File: src/rtl/pkg_ram.sv
// RAM interface encodings shared by the RAM, its masters and the arbiter.
// Provides the operation and access-size types plus the address width.
package pkg_ram;

    localparam int RAM_ADDRW = 16;

    typedef enum logic [1:0] {
        RAM_NOP   = 2'd0,
        RAM_FETCH = 2'd1,
        RAM_STORE = 2'd2
    } op_t;

    typedef enum logic [1:0] {
        SZ_BYTE = 2'd0,
        SZ_WORD = 2'd1,
        SZ_LONG = 2'd2,
        SZ_QUAD = 2'd3
    } size_t;

endpackage

File: src/rtl/ram_arbiter_pkg.sv
// Types for the two-master RAM arbiter: FSM states, master ids,
// the latency-counter width and a helper returning the other master.
package pkg_arb;

    localparam int LAT_CNTW = 3;

    typedef enum logic [1:0] {
        ARB_IDLE  = 2'd0,
        ARB_ISSUE = 2'd1,
        ARB_WAIT  = 2'd2
    } state_t;

    typedef enum logic {
        M0 = 1'b0,
        M1 = 1'b1
    } master_t;

    function automatic master_t other_master(master_t m);
        return (m == M0) ? M1 : M0;
    endfunction

endpackage

File: src/rtl/ram_arbiter_rr_pick2.sv
// rr_pick2: combinational two-way round-robin selector.
// Ports: req0/req1 requests, last_served -> valid (any request), sel (winner).
module rr_pick2
    import pkg_arb::*;
(
    input  logic    req0,
    input  logic    req1,
    input  master_t last_served,
    output logic    valid,
    output master_t sel
);

    always_comb begin
        valid = req0 | req1;
        sel   = M0;
        unique case ({req0, req1})
            2'b11:   sel = other_master(last_served);
            2'b01:   sel = M1;
            default: sel = M0;
        endcase
    end

endmodule

File: src/rtl/ram_arbiter.sv
// ram_arbiter: shares one RAM between two masters with round-robin priority.
// Ports: clk/rst; per master req/op/size/addr/data_in in, gnt/done/data_out out;
// ram_op/size/addr/data_in to the RAM, ram_data_out from it; busy when not idle.
module ram_arbiter
    import pkg_ram::*;
    import pkg_arb::*;
#(
    parameter int ADDRW   = 16,
    parameter int DATAW   = 64,
    parameter int RAM_LAT = 1
) (
    input  logic             clk,
    input  logic             rst,
    input  logic             m0_req,
    input  op_t              m0_op,
    input  size_t            m0_size,
    input  logic [ADDRW-1:0] m0_addr,
    input  logic [DATAW-1:0] m0_data_in,
    output logic             m0_gnt,
    output logic             m0_done,
    output logic [DATAW-1:0] m0_data_out,
    input  logic             m1_req,
    input  op_t              m1_op,
    input  size_t            m1_size,
    input  logic [ADDRW-1:0] m1_addr,
    input  logic [DATAW-1:0] m1_data_in,
    output logic             m1_gnt,
    output logic             m1_done,
    output logic [DATAW-1:0] m1_data_out,
    output op_t              ram_op,
    output size_t            ram_size,
    output logic [ADDRW-1:0] ram_addr,
    output logic [DATAW-1:0] ram_data_in,
    input  logic [DATAW-1:0] ram_data_out,
    output logic             busy
);

    state_t              state_q, state_d;
    master_t             last_q, last_d;
    master_t             owner_q;
    master_t             pick_sel;
    logic                pick_valid;
    op_t                 iss_op_q;
    size_t               iss_size_q;
    logic [ADDRW-1:0]    iss_addr_q;
    logic [DATAW-1:0]    iss_data_q;
    logic [LAT_CNTW-1:0] lat_q, lat_d;
    logic [DATAW-1:0]    dout0_q, dout1_q;
    op_t                 sel_op;
    logic                latch;
    logic                gnt0, gnt1, done0, done1;
    logic                fin, fetch_fin;

    rr_pick2 u_pick (
        .req0        (m0_req),
        .req1        (m1_req),
        .last_served (last_q),
        .valid       (pick_valid),
        .sel         (pick_sel)
    );

    assign sel_op    = (pick_sel == M1) ? m1_op : m0_op;
    assign fin       = (state_q == ARB_WAIT) && (lat_q == '0);
    assign fetch_fin = fin && (iss_op_q == RAM_FETCH);

    always_comb begin
        state_d = state_q;
        last_d  = last_q;
        lat_d   = lat_q;
        latch   = 1'b0;
        gnt0    = 1'b0;
        gnt1    = 1'b0;
        done0   = 1'b0;
        done1   = 1'b0;
        unique case (state_q)
            ARB_IDLE: begin
                if (pick_valid) begin
                    gnt0 = (pick_sel == M0);
                    gnt1 = (pick_sel == M1);
                    // A NOP completes in place without touching the RAM.
                    if (sel_op == RAM_NOP) begin
                        done0  = gnt0;
                        done1  = gnt1;
                        last_d = pick_sel;
                    end else begin
                        latch   = 1'b1;
                        state_d = ARB_ISSUE;
                    end
                end
            end
            ARB_ISSUE: begin
                lat_d   = LAT_CNTW'(RAM_LAT - 1);
                state_d = ARB_WAIT;
            end
            ARB_WAIT: begin
                if (lat_q != '0) begin
                    lat_d = lat_q - LAT_CNTW'(1);
                end else begin
                    done0   = (owner_q == M0);
                    done1   = (owner_q == M1);
                    last_d  = owner_q;
                    state_d = ARB_IDLE;
                end
            end
            default: state_d = ARB_IDLE;
        endcase
    end

    always_ff @(posedge clk or posedge rst) begin
        if (rst) begin
            state_q    <= ARB_IDLE;
            last_q     <= M1;
            owner_q    <= M0;
            lat_q      <= '0;
            iss_op_q   <= RAM_NOP;
            iss_size_q <= SZ_BYTE;
            iss_addr_q <= '0;
            iss_data_q <= '0;
            dout0_q    <= '0;
            dout1_q    <= '0;
        end else begin
            state_q <= state_d;
            last_q  <= last_d;
            lat_q   <= lat_d;
            if (latch) begin
                owner_q    <= pick_sel;
                iss_op_q   <= sel_op;
                iss_size_q <= (pick_sel == M1) ? m1_size : m0_size;
                iss_addr_q <= (pick_sel == M1) ? m1_addr : m0_addr;
                iss_data_q <= (pick_sel == M1) ? m1_data_in : m0_data_in;
            end
            if (fetch_fin && owner_q == M0) dout0_q <= ram_data_out;
            if (fetch_fin && owner_q == M1) dout1_q <= ram_data_out;
        end
    end

    // RAM sees an operation only in ISSUE; everything else comes from registers.
    assign ram_op      = (state_q == ARB_ISSUE) ? iss_op_q : RAM_NOP;
    assign ram_size    = iss_size_q;
    assign ram_addr    = iss_addr_q;
    assign ram_data_in = iss_data_q;
    assign busy        = (state_q != ARB_IDLE);

    // Gated so a request held during reset never shows a pulse.
    assign m0_gnt  = gnt0 & ~rst;
    assign m1_gnt  = gnt1 & ~rst;
    assign m0_done = done0 & ~rst;
    assign m1_done = done1 & ~rst;

    // Fetch data is forwarded in the done cycle, then held in the register.
    assign m0_data_out = (fetch_fin && owner_q == M0) ? ram_data_out : dout0_q;
    assign m1_data_out = (fetch_fin && owner_q == M1) ? ram_data_out : dout1_q;

endmodule
File: config.mk
export PLATFORM = sky130hd
export DESIGN_NAME = ram_arbiter
export DESIGN_NICKNAME = d
export VERILOG_FILES = /design/src/rtl/pkg_ram.sv /design/src/rtl/ram_arbiter_pkg.sv /design/src/rtl/ram_arbiter_rr_pick2.sv /design/src/rtl/ram_arbiter.sv
export SDC_FILE = /design/constraint.sdc
export NUM_CORES = 1
export LEC_CHECK = 0
export CORE_AREA = 2 2 179 181
export CTS_CLUSTER_SIZE = 16
export DETAILED_ROUTE_END_ITERATION = 10
export DIE_AREA = 0 0 181 183
export GPL_TIMING_DRIVEN = 0
export SLEW_MARGIN = 20
export SYNTH_ARGS = -nofsm -noshare
export SYNTH_HDL_FRONTEND = slang
export SYNTH_SLANG_ARGS = --single-unit
File: constraint.sdc
create_clock -name clk -period 21.4 [get_ports clk]
set_clock_uncertainty 0.05 [all_clocks]
set_input_delay 2.14 -clock clk [delete_from_list [all_inputs] [get_ports clk]]
set_output_delay 2.14 -clock clk [all_outputs]
set_load 0.01 [all_outputs]
==> results of run 1 <==
-- how the worst max path moves through the flow --
| stage | start | end | slack [ps] | depth (start not counted) |
|---|---|---|---|---|
| finish | m1_req | m1_done | 14680 | 6 |
| global route | m1_req | m1_done | 14500 | 6 |
| detailed placement | m1_req | m1_done | 14660 | 6 |
| floorplan | rst | dout0_q[0] | 13220 | 1 |
| global placement | rst | dout0_q[45] | 9870 | 2 |
| CTS | m1_req | m1_done | 14650 | 6 |
-- worst reg2reg max path, delay by kind of cell, from the launching register on --
kind,cells,cell delay (ps)
AND/OR/NAND/NOR,1,120
flip-flops,1,550
AO/OA/AOI/OAI,2,320
buffers and inverters,3,1470
-- report_power, final --
group / internal, mW / switching, mW
clock network: 0.310 / 0.180
logic: 0.611 / 0.490
registers: 0.616 / 0.0781
total: 1.54 / 0.748
-- stage by stage --
| stage | area (µm²) | util (%) | hold WS [ps] | setup WS (ps) | total power, mW |
|---|---|---|---|---|---|
| CTS | 15500 | 49.7 | 443 | 14650 | 2.32 |
| global placement | 14500 | 46.4 | 425 | 9870 | 1.80 |
| finish | 15500 | 49.7 | 440 | 14680 | 2.29 |
| global route | 15500 | 49.7 | 448 | 14500 | 2.42 |
| floorplan | 9450 | - | 422 | 13220 | 1.19 |
| detailed placement | 14500 | 46.6 | 427 | 14660 | 1.81 |
-- routing by layer --
layer	global-route usage, %	share of wire (%)
met4	5.33	2.2
met3	6.61	9.7
met5	0	0.039
met2	34.4	50
met1	23.1	38
-- cells by family after synthesis --
group           count (synthesis)  synth area share, %
fa+ha+maj                       2                0.265
flops                         219                 58.0
mux                           130                 17.9
simple gates                  193                 8.37
buf+inv                        68                 4.21
compound gates                186                 11.3
-- cells in the mapped netlist, types with 2 or more instances --
cell / n / area, µm²
and3_1: 2 / 12.5
a31oi_1: 82 / 513
o21a_1: 2 / 15.0
nor2_1: 4 / 15.0
inv_1: 6 / 22.5
mux2_4: 60 / 901
o21ai_0: 7 / 35.0
mux2_2: 69 / 777
nor3_1: 7 / 35.0
clkbuf_1: 24 / 90.1
ha_1: 2 / 25.0
buf_12: 6 / 120
nand2_1: 172 / 646
a21o_1: 2 / 15.0
buf_2: 30 / 150
dfrtp_1: 218 / 5460
a21oi_1: 86 / 430
-- cell type report --
cell class	instances	area share, %
repair buffers	454	29.5
clock inverters	14	1.32
flip-flops and latches	219	35.3
diodes	4	0.0645
multi-input cells	511	23.0
plain buffers	61	2.39
well taps	402	3.24
clock buffers	34	4.91
inverters	7	0.218
-- state kept, by name (all words and copies together) (netlist names), 2 cells and up --
signal	cells
dout0_q	64
dout1_q	64
ram_data_in	64
ram_addr	16
lat_q	3
iss_op_q	2
ram_size	2
state_q	2
==> summary.md, run 1 <==
| Metric | Value |
|---|---|
| Crit path DAT | `4530 ps` |
| Syn Nets | `1,036` |
| Area delta synth->final | `64.2%` |
| Max Clk Rate | `0.149 GHz` |
| Initial DRC count | `350` |
| Min-delay worst type | `flop to flop` |
| Max-slew headroom | `44.9%` |
| TritonCTS Buffers | `26` |
| Number of global-route vias before repair | `8,297` |
| CP dominant cell by count | `clkdlybuf4s50_1` |
| TNS Setup | `0 ps` |
| Clk root buf | `clkbuf_16` |
| CTS clk-pin slew, worst paths | `50 ps` |
| Pre-antenna DRT Iters | `5` |
| Largest stage delay, worst path | `590 ps` |
| All-layer global routing usage | `19.7%` |
| Fin nets | `1,518` |
| R2R Path End | `ram_data_in[63]` |
| Maximum buffer depth of the clock tree | `3` |
| Post-Syn Area | `9450 µm²` |
| GRT Residual Overflow | `0` |
| Largest net degree at the start of global routing | `91` |
| Delay-heaviest family, CP | `buffers and inverters` |
| CP Cell Sequence | `clkdlybuf4s50_1, a21boi_0, clkbuf_1, a32oi_1, nor3_1, clkdlybuf4s50_1` |
| RSZ-0062 raised after global routing | `no` |
| Wire length per cell | `between 15 and 20 µm` |
| Final setup fails | `0` |
| Initial antenna violation count | `5` |
| Layout cell share with drive strength beyond 1 | `17.1%` |
| Total core area | `about 31,000 µm²` |
| R2R Path Start | `last_q` |
| Final hold violations | `0` |
| # port buffers | `452` |
| Worst Path Max Fanout | `10` |
| Post_cts resized | `0` |
| Std cell rows | `65` |
| Sink of the worst hold path | `dout0_q[20]` |
| Die ar. | `33,100 µm²` |
| Initial core utilization | `roughly 30%` |
| LEAKAGE | `6.48 nW` |
| Die span in x | `approximately 180 µm` |
| Cts hold-fix bufs | `0` |
| Slowest stage cell, crit path | `clkdlybuf4s50_1` |
| Hold path depth | `1` |
| Remaining DRCs | `0` |
| FFs w/ async S/R, synth | `100%` |
| Slew @ Worst Pin | `826 ps` |
| Clock tree sinks | `219` |
| Commonest non-fill, non-tap cell in the layout | `clkdlybuf4s50_1` |
| Register bit total from synthesis | `between 200 and 250` |
| GP Congestion | `0.822` |
| CTS tree | `done` |
| Worst skew pair latency | `between 500 and 600 ps` |
| Fillers | `about 2,900` |
| Synthesized instance count | `798` |
| Sequential-to-total area share from yosys stat | `between 50 and 60%` |
| Worst EP required | `19,210 ps` |
| Footprint of the multi-input gates | `3570 µm²` |
| Worst reg2reg setup slack | `18,810 ps` |
| # Post-CTS Setup Buffers | `0` |
| CP startpoint kind | `input port` |
| Post-DRT Antenna Nets | `0` |
| Synth Flop Type | `dfrtp_1` |
| Vias | `8,091` |
| Power density cells | `147 nW/µm²` |
| Non-filler instance count after layout | `1,706` |
| Peak VDD IR | `approximately 0.056 mV` |
| First-pass GRT wire length | `50,300 µm` |
| I/O Pins | `453` |
| Hold path startpoint | `dout0_q[20]` |
| Number of synthesized flops with an enable pin | `0` |
| Reg2Reg Depth | `6` |
| Worst Path Buf+Inv | `3` |
| Ys Warns | `0` |
| Final HPWL DP | `25,500 µm` |
| Die Ht | `183 µm` |
| Synth Area per Inst | `11.8 µm²` |
| Via density | `about 4.7` |
| Fraction of the cycle the final worst path needs | `a little under a third` |
| CTS H-tree lvls | `1` |
| Routed WL | `33,600 µm` |
| Placed cell count | `between 1,500 and 2,000` |
| Setup crit end kind | `output pin` |
| Fin crit period | `6720 ps` |
| Max-Cap Viols | `0` |
| Status | `finished, final reports clean` |
| FF/Latch Area | `roughly 5500 µm²` |
| Crit Path Class | `input port to output pin` |
| Distinct cells, synth | `36` |
| Most frequent cells in the layout | `452 x clkdlybuf4s50_1, 218 x dfrtp_1, 172 x nand2_1, 86 x a21oi_1, 82 x a31oi_1` |
| Final Max Slew Viols | `0` |
Note: power is estimated with default switching activity, not from simulation.
==> run 2, diff against run 1 <==
- CORE_AREA: 2 2 179 181 -> 2 2 174 176
- DIE_AREA: 0 0 181 183 -> 0 0 176 178
- PLACE_DENSITY: not set -> 0.66
- clock period: 21.4 -> 7 ns (I/O delays scaled with it)
==> run 2 against run 1 <==
  * Wire length down 1.3%
  * Highest routed layer is now met4
  * Critical endpoint is now m1_data_out[61]
  * Global-route usage increased by 0.94 points
  * Non-clock buffer count unchanged
==> summary.md, run 2 (synthesis results as in run 1) <==
| Metric | Value |
|---|---|
| CP startpoint kind | `flop` |
| Clock power share | `20.2% (-1.3 points)` |
| Most frequent cells in the layout | `452 x clkdlybuf4s50_1, 218 x dfrtp_1, 172 x nand2_1, 86 x a21oi_1, 82 x a31oi_1` |
| Slowest stage cell, crit path | `clkdlybuf4s50_1` |
| TritonCTS Buffers | `25 (-3.8%)` |
| Final hold violations | `0 (unchanged)` |
| R2R Path Start | `last_q` |
| LEAKAGE | `6.44 nW (-0.57%)` |
| Routed WL | `33,200 µm (-1.3%)` |
| Die ar. | `31,300 µm² (-5.4%)` |
| Crit path DAT | `3280 ps (-1250 ps)` |
| Power density cells | `447 nW/µm² (+200%)` |
| Die Ht | `178 µm (-2.7%)` |
| Clock tree sinks | `219 (unchanged)` |
| R2R Path End | `ram_addr[10]` |
| Initial DRC count | `331 (-5.4%)` |
| Gate power share | `48.9% (+0.7 points)` |
| Peak VDD IR | `0.159 mV (+180%)` |
| RSZ-0062 raised after global routing | `no` |
| Max Clk Rate | `0.248 GHz` |
| CP Cell Sequence | `inv_1, ha_1, nand2b_1, nor3_1, nand4_2, buf_2, mux2_2, clkdlybuf4s50_1` |
| I/O Pins | `453 (unchanged)` |
| Worst EP required | `6250 ps (-12,960 ps)` |
| CTS H-tree lvls | `1 (unchanged)` |
| CTS tree | `done` |
| GRT Residual Overflow | `0 (unchanged)` |
| Cts hold-fix bufs | `0 (unchanged)` |
| Final setup fails | `0 (unchanged)` |
| Initial core utilization | `32.2% (+1.9 points)` |
| Fin crit period | `4030 ps` |
| Switch Pwr | `2.28 mW (+210%)` |
| Hold path startpoint | `dout0_q[37]` |
| Max-Cap Viols | `0 (unchanged)` |
| All-layer global routing usage | `20.6% (+0.94 points)` |
| Remaining DRCs | `0 (unchanged)` |
| Std cell rows | `63 (-3.1%)` |
| Reg2Reg Depth | `6 (unchanged)` |
| Min-delay worst type | `flop to flop` |
| FF/Latch Area | `5480 µm² (unchanged)` |
| Worst skew pair latency | `530 ps (about the same)` |
| # Post-CTS Setup Buffers | `0 (unchanged)` |
| Crit Path Class | `flop to output pin` |
| Total core area | `29,400 µm² (-5.9%)` |
| Setup crit end kind | `output pin` |
| Worst Path Max Fanout | `10 (unchanged)` |
| Sink of the worst hold path | `dout0_q[37]` |
| Slew @ Worst Pin | `822 ps (-4.10 ps)` |
| Clk root buf | `clkbuf_16` |
| Largest stage delay, worst path | `590 ps (about the same)` |
| Sw Ratio | `33.1% (+0.43 points)` |
| Footprint of the multi-input gates | `3570 µm² (unchanged)` |
| Placed cell count | `1,642 (-0.73%)` |
| Worst reg2reg setup slack | `4400 ps (-14,410 ps)` |
| Delay-heaviest family, CP | `buffers and inverters` |
| Commonest non-fill, non-tap cell in the layout | `clkdlybuf4s50_1` |
| Post_cts resized | `0 (unchanged)` |
| Non-filler instance count after layout | `1,689 (-1.0%)` |
| First-pass GRT wire length | `49,500 µm (-1.7%)` |
| Pint | `4.60 mW (+200%)` |
| Via density | `4.80 (+1.2%)` |
| # port buffers | `452 (unchanged)` |
| Wire length per cell | `19.6 µm (-0.32%)` |
| Hold Slack | `439 ps (-1.10 ps)` |
| CTS clk-pin slew, worst paths | `60 ps (about the same)` |
| Seq pwr share | `30.9% (+0.5 points)` |
| Worst Path Buf+Inv | `3 (unchanged)` |
| Fraction of the cycle the final worst path needs | `roughly 58%` |
| Initial antenna violation count | `1 (-4)` |
| Number of global-route vias before repair | `8,322 (+0.30%)` |
| Layout cell share with drive strength beyond 1 | `16.9% (-0.20 points)` |
| Fillers | `2,597 (-8.9%)` |
| Die span in x | `176 µm (-2.8%)` |
| Hold path depth | `1 (unchanged)` |
| Maximum buffer depth of the clock tree | `3 (unchanged)` |
| Fin nets | `1,517 (-0.066%)` |
| Area delta synth->final | `63.1%` |
| Post-DRT Antenna Nets | `0 (unchanged)` |
| Final Max Slew Viols | `0 (unchanged)` |
| Largest net degree at the start of global routing | `104 (+14%)` |
| Pre-antenna DRT Iters | `4 (-1)` |
| Max-slew headroom | `45.2% (+0.27 points)` |
| Vias | `8,109 (+0.22%)` |
| GP Congestion | `0.846 (+3.0%)` |
| Final HPWL DP | `25,200 µm (-1.2%)` |
| Status | `finished, final reports clean` |
-- run 2: cell count changes in the layout (fill, tap and decap cells not counted), sizes merged --
cell	before	now
bufinv	5	3
clkbuf	58	59
clkinv	5	4
clkinvlp	4	3
diode	4	1
inv	7	8
-- run 2: cell type report --
type                    instances  share of cell area (%)
flip-flops and latches        219                    35.6
multi-input cells             511                    23.2
inverters                       7                   0.219
diodes                          1                  0.0162
plain buffers                  61                    2.41
clock inverters                11                   0.917
clock buffers                  35                    4.82
well taps                     390                    3.17
repair buffers                454                    29.7
-- run 2: power groups by stage --
| stage | Combinational [mW] | Clock [mW] | Sequential, mW |
|---|---|---|---|
| floorplan | 1.43 | 0 | 2.21 |
| global placement | 3.36 | 0 | 2.12 |
| detailed placement | 3.39 | 0 | 2.15 |
| CTS | 3.41 | 1.42 | 2.13 |
| global route | 3.60 | 1.48 | 2.20 |
| finish | 3.37 | 1.39 | 2.13 |
-- run 2: per-layer routing --
layer / routed length (µm) / GRT usage [%] / up-vias / share of wire [%]
li1: - / - / 3771 / -
met1: 12800 / 24.6 / 3917 / 39
met2: 16800 / 36.9 / 371 / 51
met3: 2720 / 5.37 / 50 / 8.2
met4: 767 / 5.20 / 0 / 2.3
met5: 0 / 0 / - / 0
-- run 2: through the flow --
step | setup slack, ps | cell area [µm²] | setup TNS [ps] | power (mW) | util (%)
final | 2970 | 15400 | 0 | 6.89 | 52.4
after global routing | 2630 | 15400 | 0 | 7.28 | 52.4
after CTS | 2860 | 15400 | 0 | 6.96 | 52.4
after detailed placement | 2980 | 14500 | 0 | 5.54 | 49.4
after global placement | -2930 | 14500 | -635740 | 5.48 | 49.2
after floorplan | 259 | 9450 | 0 | 3.65 | -
-- run 2: how the worst max path moves through the flow --
stage,startpoint,end,slack (ps),cells past startpoint
floorplan,rst,dout0_q[0],260,1
global placement,rst,dout1_q[47],-2930,2
detailed placement,m1_req,m1_done,2980,6
CTS,lat_q[0],m1_data_out[61],2860,8
global route,lat_q[0],m1_data_out[61],2630,8
finish,lat_q[0],m1_data_out[61],2970,8
-- run 2: worst register-to-register path, cell delays in order, from the launching register on --
cell and delay (ps):
dfstp_2 550, a21bo_2 120, clkbuf_1 240, clkbuf_1 550, clkbuf_1 640, nand2_1 180
a31oi_1 200
==> run 3, diff against run 2 <==
- clock period: 7 -> 3.9 ns (I/O delays scaled with it)
==> run 3 against run 2 <==
  * Final cell count hardly changed
  * Critical path type unchanged
  * Die area stayed put
  * Via count is 0.67% lower
==> summary.md, run 3 (synthesis results as in run 1) <==
| Metric | Value |
|---|---|
| Status | `finished, final reports clean` |
| Max-slew headroom | `52.8% (+7.6 points)` |
| I/O Pins | `453 (unchanged)` |
| Post-DRT Antenna Nets | `0 (unchanged)` |
| Die ar. | `31,300 µm² (unchanged)` |
| Final hold violations | `0 (unchanged)` |
| Die span in x | `176 µm (unchanged)` |
| TritonCTS Buffers | `25 (unchanged)` |
| R2R Path Start | `last_q` |
| Fin crit period | `3710 ps` |
| Max-Cap Viols | `0 (unchanged)` |
| Footprint of the multi-input gates | `3580 µm² (+0.25%)` |
| First-pass GRT wire length | `48,300 µm (-2.5%)` |
| Total core area | `29,400 µm² (unchanged)` |
| FF/Latch Area | `5480 µm² (unchanged)` |
| Cts hold-fix bufs | `0 (unchanged)` |
| GRT Residual Overflow | `0 (unchanged)` |
| Crit path DAT | `3270 ps (about the same)` |
| Initial antenna violation count | `4 (+3)` |
| Slew @ Worst Pin | `707 ps (-114 ps)` |
| CTS clk-pin slew, worst paths | `60 ps (about the same)` |
| Remaining DRCs | `0 (unchanged)` |
| CTS H-tree lvls | `1 (unchanged)` |
| Max Clk Rate | `0.270 GHz` |
| Via density | `4.77 (-0.72%)` |
| CP endpoint | `m0_data_out[49]` |
| Final HPWL DP | `25,400 µm (+0.85%)` |
| CP startpoint | `lat_q[0]` |
| Initial core utilization | `32.2% (unchanged)` |
| Final Power | `12.0 mW (+74%)` |
| GP Congestion | `0.860 (+1.7%)` |
| Pre-antenna DRT Iters | `4 (unchanged)` |
| All-layer global routing usage | `19.9% (-0.70 points)` |
| Crit Path Class | `flop to output pin` |
| Worst skew pair latency | `510 ps (-20 ps)` |
| Fin util | `52.3% (-0.14 points)` |
| Final Max Slew Viols | `0 (unchanged)` |
| Clk root buf | `clkbuf_16` |
| Reg2Reg Depth | `6 (unchanged)` |
| Initial DRC count | `262 (-21%)` |
| Min-delay worst type | `input port to async pin` |
| Worst setup slack after layout | `192 ps (-2780 ps)` |
| Wire length per cell | `19.3 µm (-1.7%)` |
| LEAKAGE | `6.40 nW (-0.64%)` |
| Placed cell count | `1,647 (+0.30%)` |
| Commonest non-fill, non-tap cell in the layout | `clkdlybuf4s50_1` |
| Final non-filler cell area | `15,400 µm² (-0.28%)` |
| Power density cells | `781 nW/µm² (+75%)` |
| R2R Path End | `ram_addr[11]` |
| Worst slack, placed | `598 ps (-2380 ps)` |
| Fillers | `2,574 (-0.89%)` |
| Maximum buffer depth of the clock tree | `3 (unchanged)` |
| Non-filler instance count after layout | `1,690 (+0.059%)` |
| Layout cell share with drive strength beyond 1 | `16.2% (-0.68 points)` |
| CTS tree | `done` |
| Fraction of the cycle the final worst path needs | `95.1%` |
| # Post-CTS Setup Buffers | `0 (unchanged)` |
| Most frequent cells in the layout | `452 x clkdlybuf4s50_1, 218 x dfrtp_1, 172 x nand2_1, 86 x a21oi_1, 82 x a31oi_1` |
| Worst EP required | `3460 ps (-2790 ps)` |
| Clock tree sinks | `219 (unchanged)` |
| Final setup fails | `0 (unchanged)` |
| Std cell rows | `63 (unchanged)` |
| CP startpoint kind | `flop` |
| Peak VDD IR | `0.286 mV (+80%)` |
| Worst reg2reg setup slack | `1390 ps (-3010 ps)` |
| # port buffers | `452 (unchanged)` |
| RSZ-0062 raised after global routing | `no` |
| Placement Cell Area | `14,600 µm² (+0.61%)` |
| Number of global-route vias before repair | `8,460 (+1.7%)` |
| Worst Path Max Fanout | `10 (unchanged)` |
| Setup crit end kind | `output pin` |
| Largest net degree at the start of global routing | `35 (-66%)` |
| Fin nets | `1,522 (+0.33%)` |
| Area delta synth->final | `62.6%` |
| Routed WL | `32,600 µm (-1.7%)` |
| Die Ht | `178 µm (unchanged)` |
| Vias | `8,055 (-0.67%)` |
| Post_cts resized | `0 (unchanged)` |
==> run 3: final cells by class <==
type | count | area share (%)
Sequential cell | 219 | 35.7
Timing Repair Buffer | 459 | 30.4
Multi-Input combinational cell | 511 | 23.3
Clock buffer | 38 | 4.58
Tap cell | 390 | 3.17
Buffer | 61 | 2.42
Clock inverter | 2 | 0.228
Inverter | 7 | 0.195
Antenna cell | 3 | 0.0488
==> run 3: worst min path at each step <==
stage | end | slack, ps | depth (start not counted)
floorplan | lat_q[1] | 420 | 2
global placement | dout0_q[60] | 420 | 1
finish | ram_addr[9] | 380 | 2
detailed placement | dout0_q[10] | 430 | 1
CTS | ram_size[1] | 350 | 3
global route | ram_data_in[3] | 380 | 3
==> run 3: routing by layer <==
metal  global-route usage, %  part of all wire (%)
met1                    22.6                    38
met5                       0                 0.040
met2                    35.5                    50
met4                    6.54                   2.9
met3                    6.33                   9.0
==> run 3: critical path, cell delays in order, from the launching register on <==
cell	delay (ps)
dfrtp_1	410
inv_1	130
ha_1	200
nand2b_1	120
or3_4	390
nor4b_4	230
buf_6	260
buf_12	190
mux2_4	310
clkdlybuf4s50_1	510
==> run 3: per-stage QoR <==
stage | TNS [ps] | hold slack, ps
floorplan | 0 | 422
global placement | -284840 | 424
detailed placement | 0 | 428
CTS | 0 | 354
global route | 0 | 376
finish | 0 | 380
==> run 3: where the power goes <==
part | switching [mW] | internal, mW | total, mW
combinational | 2.64 | 3.36 | 6.01
sequential | 0.433 | 3.38 | 3.81
clock | 0.895 | 1.29 | 2.19
total | 3.97 | 8.04 | 12.0
